$ cat src/rtl/uart_rx_fifo.sv
// UART 8N1 receiver with a small first-word-fall-through byte FIFO.
// Flags stop-bit framing errors and bytes dropped on a full FIFO.
//
// Ports:
//   clk        system clock
//   rst_pin    synchronous active-high reset
//   uart_rx_in asynchronous serial line, idle high
//   rd_en      pop request, honoured only while rd_valid is high
//   rd_data    FIFO head byte
//   rd_valid   FIFO not empty
//   fifo_full  FIFO holds FIFO_DEPTH bytes
//   frame_err  one-cycle pulse when the stop bit is sampled low
//   overrun    sticky; a byte was dropped, cleared by the next pop
module uart_rx_fifo #(
  parameter int CLKS_PER_BIT = 10416,
  parameter int FIFO_DEPTH   = 4,
  parameter int ADDR_W       = 2
) (
  input  logic       clk,
  input  logic       rst_pin,
  input  logic       uart_rx_in,
  input  logic       rd_en,
  output logic [7:0] rd_data,
  output logic       rd_valid,
  output logic       fifo_full,
  output logic       frame_err,
  output logic       overrun
);

  localparam int CNT_W = $clog2(CLKS_PER_BIT);

  localparam logic [CNT_W-1:0] HALF_M1 =
    CNT_W'(CLKS_PER_BIT / 2 - 1);
  localparam logic [CNT_W-1:0] FULL_M1 =
    CNT_W'(CLKS_PER_BIT - 1);
  localparam logic [ADDR_W:0] DEPTH =
    (ADDR_W + 1)'(FIFO_DEPTH);

  typedef enum logic [2:0] {
    S_IDLE,
    S_START,
    S_DATA,
    S_STOP,
    S_BREAK
  } state_t;

  // Synchroniser; both flops reset high so that
  // reset never looks like a start edge.
  logic sync1_q;
  logic rx_s_q;

  always_ff @(posedge clk) begin
    if (rst_pin) begin
      sync1_q <= 1'b1;
      rx_s_q  <= 1'b1;
    end else begin
      sync1_q <= uart_rx_in;
      rx_s_q  <= sync1_q;
    end
  end

  // Receive FSM
  state_t           state_q, state_d;
  logic [CNT_W-1:0] cnt_q, cnt_d;
  logic [2:0]       idx_q, idx_d;
  logic [7:0]       shift_q, shift_d;
  logic             ferr_q, ferr_d;
  logic             push;

  always_ff @(posedge clk) begin
    if (rst_pin) begin
      state_q <= S_IDLE;
      cnt_q   <= '0;
      idx_q   <= '0;
      shift_q <= '0;
      ferr_q  <= 1'b0;
    end else begin
      state_q <= state_d;
      cnt_q   <= cnt_d;
      idx_q   <= idx_d;
      shift_q <= shift_d;
      ferr_q  <= ferr_d;
    end
  end

  always_comb begin
    state_d = state_q;
    cnt_d   = cnt_q + CNT_W'(1);
    idx_d   = idx_q;
    shift_d = shift_q;
    ferr_d  = 1'b0;
    push    = 1'b0;
    unique case (state_q)
      S_IDLE: begin
        cnt_d = '0;
        if (!rx_s_q) state_d = S_START;
      end
      S_START: begin
        if (cnt_q == HALF_M1) begin
          cnt_d = '0;
          idx_d = '0;
          // A high line at mid start bit was a glitch.
          state_d = rx_s_q ? S_IDLE : S_DATA;
        end
      end
      S_DATA: begin
        if (cnt_q == FULL_M1) begin
          cnt_d   = '0;
          // LSB first: after eight shifts bit 0 is at [0].
          shift_d = {rx_s_q, shift_q[7:1]};
          idx_d   = idx_q + 3'd1;
          if (idx_q == 3'd7) state_d = S_STOP;
        end
      end
      S_STOP: begin
        if (cnt_q == FULL_M1) begin
          cnt_d = '0;
          if (rx_s_q) begin
            push    = 1'b1;
            state_d = S_IDLE;
          end else begin
            ferr_d  = 1'b1;
            state_d = S_BREAK;
          end
        end
      end
      S_BREAK: begin
        // Held-low line must release before a new frame.
        cnt_d = '0;
        if (rx_s_q) state_d = S_IDLE;
      end
      default: begin
        cnt_d   = '0;
        state_d = S_IDLE;
      end
    endcase
  end

  // FWFT FIFO
  logic [7:0]        mem_q [FIFO_DEPTH];
  logic [ADDR_W-1:0] wr_ptr_q;
  logic [ADDR_W-1:0] rd_ptr_q;
  logic [ADDR_W:0]   count_q;
  logic [ADDR_W:0]   count_d;
  logic              valid_q;
  logic              full_q;
  logic              ovr_q;
  logic              pop;
  logic              wr_ok;
  logic              drop;

  // A simultaneous pop frees the slot a full-FIFO
  // push needs, so nothing is dropped then.
  assign pop   = rd_en && valid_q;
  assign wr_ok = push && (!full_q || pop);
  assign drop  = push && full_q && !pop;

  always_comb begin
    count_d = count_q;
    if (wr_ok) count_d = count_d + (ADDR_W + 1)'(1);
    if (pop)   count_d = count_d - (ADDR_W + 1)'(1);
  end

  always_ff @(posedge clk) begin
    if (rst_pin) begin
      for (int i = 0; i < FIFO_DEPTH; i++) begin
        mem_q[i] <= '0;
      end
    end else if (wr_ok) begin
      mem_q[wr_ptr_q] <= shift_q;
    end
  end

  always_ff @(posedge clk) begin
    if (rst_pin) begin
      wr_ptr_q <= '0;
      rd_ptr_q <= '0;
      count_q  <= '0;
      valid_q  <= 1'b0;
      full_q   <= 1'b0;
      ovr_q    <= 1'b0;
    end else begin
      if (wr_ok) wr_ptr_q <= wr_ptr_q + ADDR_W'(1);
      if (pop)   rd_ptr_q <= rd_ptr_q + ADDR_W'(1);
      count_q <= count_d;
      valid_q <= (count_d != '0);
      full_q  <= (count_d == DEPTH);
      if (drop)     ovr_q <= 1'b1;
      else if (pop) ovr_q <= 1'b0;
    end
  end

  assign rd_data   = mem_q[rd_ptr_q];
  assign rd_valid  = valid_q;
  assign fifo_full = full_q;
  assign frame_err = ferr_q;
  assign overrun   = ovr_q;

endmodule

$ cat config.mk
export PLATFORM = sky130hd
export DESIGN_NAME = uart_rx_fifo
export DESIGN_NICKNAME = d
export VERILOG_FILES = /design/src/rtl/uart_rx_fifo.sv
export SDC_FILE = /design/constraint.sdc
export NUM_CORES = 1
export LEC_CHECK = 0
export ABC_AREA = 1
export CORE_ASPECT_RATIO = 1.4
export CORE_MARGIN = 3
export CORE_UTILIZATION = 40
export CTS_CLUSTER_SIZE = 30
export DETAILED_ROUTE_END_ITERATION = 6
export GPL_ROUTABILITY_DRIVEN = 0
export PLACE_DENSITY = 0.66
export SYNTH_ARGS = -nofsm -noshare
export SYNTH_HDL_FRONTEND = slang
export SYNTH_SLANG_ARGS = --single-unit
$ cat constraint.sdc
create_clock -name clk -period 4.5 [get_ports clk]
set_input_delay 0.675 -clock clk [delete_from_list [all_inputs] [get_ports clk]]
set_output_delay 0.675 -clock clk [all_outputs]
set_load 0.01 [all_outputs]
==> results.md <==
* Number of max-cap violations at 0
* Max Root-Sink Buffers at 2
* Nets at 389
* # diodes at 0
* Hold WS at 0.408 ns
* DRC Markers at 0
* Final cycle utilization of the critical path at 0.649
* Initial antenna violation count at 0
* Post-Syn Area at 0.00333 mm^2
* Ys Warns at 0
* Via count at 2444
* First-pass GRT wire length at 10300 um
* Post-Layout Cell Count at 485
* DIE HEIGHT at 114 um
* Crit path max-delay family: buffers and inverters
* PD cells at 412 mW/mm^2
* Most common cell after layout, fill and taps aside: nor2_1
* Pins Over Slew Limit at 0
* Remaining Overflow, GRT at 0
* Ratio of cells with drive above 1 in the final layout at 0.114
* Worst relative slew slack at 0.229
* Register area share after synthesis at 0.548
* Starting Density at 0.419
* Net Count, Synth at 373
* Commonest cells after routing, fill and taps aside: nor2_1, nand2_1, dfxtp_1
* CTS sink count at 75
* Max Freq at 0.342 GHz
* # setup viols final at 0
* WP buf/inv at 2
* Clock buffer count from CTS at 9
* Req. time, crit path at 3.83 ns
* Area grow syn2layout at 11.4%
* Slowest CP cell: dfxtp_1
* Largest net degree at the start of global routing at 26
* Post_cts resized at 0
* Ys async rst share at 0
* First DRT Iteration DRCs at 119
* PortBufs at 15
* RSZ-0062 raised after global routing: no
* Synth unique cells at 33
* Cells after synthesis at 364
* Final setup TNS at 0 ns
* Vias per Instance at 5.04
* Post-DP HPWL at 4480 um
* Hold_buf cts at 0
* Tightest Pin Transition at 1.15 ns
* Final core utilization at 0.467
* Final wirelength at 6070 um
* Pwr Total at 1.52 mW
* Post-synth EDFFs at 32
* Die Wd at 83.1 um
* Fin Clk Skew at 0.0124 ns
* Minimum clock period at 2.92 ns
* Slowest Stage Delay on Critical Path at 0.66 ns
* Ports at 16
* Area of the core at 0.00794 mm^2
* Die area at 0.00946 mm^2
* Worst Setup End Kind: output pin
* CTS tree: built
* Hold Crit Class: flop to flop
* Total setup buffers inserted after CTS at 0
* Final hold vios at 0
* Main synth FF type: dfxtp_1
* Vias in the first global route at 2373
* Worst-Skew Late Latency at 0.34 ns
* Drt wl/cell at 12.5 um
* Status: complete, no violations
* Critical Path Start Type: flop
* ANT nets after route at 0
* Total Routing Usage GR at 0.134
* WS Path Type: flop to output pin
* Synth Area per Inst at 9.14 um^2
* Clk slew on worst S/H paths at 0.07 ns
* CP arrival at 2.25 ns
* Worst-path fanout max at 17
* Num rows at 38
* Critical-path cell list: inv_1 > o21ai_0 > o22ai_1 > clkdlybuf4s50_1
* # placed instances at 469
* First-pass DRT Iterations at 5
* H-tree depth at 3
* Yosys reg bits at 75
* Worst ir drop on vdd at 0.242 mV
* CTS root buf: clkbuf_8
* Static Leak at 1.28 nW
-- cell usage after synthesis (all sizes together) (7+ instances only) --
cell    instances  area (um^2)
nor3           20          160
dfxtp          43          861
nand3          22          133
nand2          50          190
edfxtp         32          961
nor2           68          288
inv            35          131
o22ai           8         50.1
o21ai          32          164
xor2            7         61.3
a21oi          15         75.1
-- path summary, 6_finish.rpt --
check                      startpoint  slack, ns  depth (start not counted)                   endpoint
hold reg to reg    sync1_q$_SDFF_PP1_       0.41                          1          rx_s_q$_SDFF_PP1_
setup / recovery                 flop       1.58                          4                 rd_data[6]
hold / removal     sync1_q$_SDFF_PP1_       0.41                          1          rx_s_q$_SDFF_PP1_
setup reg to reg  cnt_q[0]$_SDFF_PP0_       1.92                          9  mem_q[1][3]$_SDFFCE_PN0P_
-- cell type report --
type	instances	area, um^2
multi-input cells	244	1310
repair buffers	15	150
inverters	35	131
clock buffers	11	141
clock inverters	5	30.0
flip-flops and latches	75	1820
fillers	765	4240
well taps	100	125
-- worst reg2reg max path, stage by stage, from the launching register on --
cell,delay [ns]
dfxtp_1,0.35
ha_1,0.18
nand2_1,0.12
nor2_4,0.14
nand2_1,0.10
nor2_4,0.17
nand3_4,0.13
inv_1,0.11
nand2_1,0.09
o21ai_0,0.81
-- metrics by stage --
step	instance area [um^2]	setup WS, ns
after floorplan	3330	2.25
after global placement	3530	1.58
after detailed placement	3530	1.56
after CTS	3700	1.55
after global routing	3700	1.39
final	3700	1.58
-- where the power goes --
group          total (mW)  switching, mW  leakage [nW]  internal [mW]
Combinational       0.287          0.170         0.544          0.117
Clock               0.448          0.236        0.0851          0.212
Sequential          0.789         0.0350         0.652          0.754
Total                1.52          0.441          1.28           1.08
-- flip-flops by register name, indices dropped and copies added, names as in the netlist, named ones only --
| name | flops |
|---|---|
| cnt_q | 14 |
| count_q | 3 |
| fifo_full | 1 |
| frame_err | 1 |
| idx_q | 3 |
| mem_q | 32 |
| overrun | 1 |
| rd_ptr_q | 2 |
| rd_valid | 1 |
| rx_s_q | 1 |
| shift_q | 8 |
| state_q | 3 |
| sync1_q | 1 |
| wr_ptr_q | 2 |
-- cell families (layout without fill, tap and decap cells) --
logic type               after synthesis  in the layout  share of synthesized area
flip-flops                            75             75                      0.548
adder cells (fa/ha/maj)                5              5                     0.0188
buffers and inverters                 45             66                     0.0598
AO/OA/AOI/OAI                         57             57                     0.0910
AND/OR/NAND/NOR                      173            173                      0.259
XOR/XNOR                               9              9                     0.0237
-- routing by layer --
metal	up-vias	routed length [um]	track usage
met4	0	114	0.0622
li1	1262	-	-
met1	1136	2630	0.142
met5	-	0	0
met3	14	130	0.0202
met2	32	3190	0.256
Power figures use the tool's default switching activity.
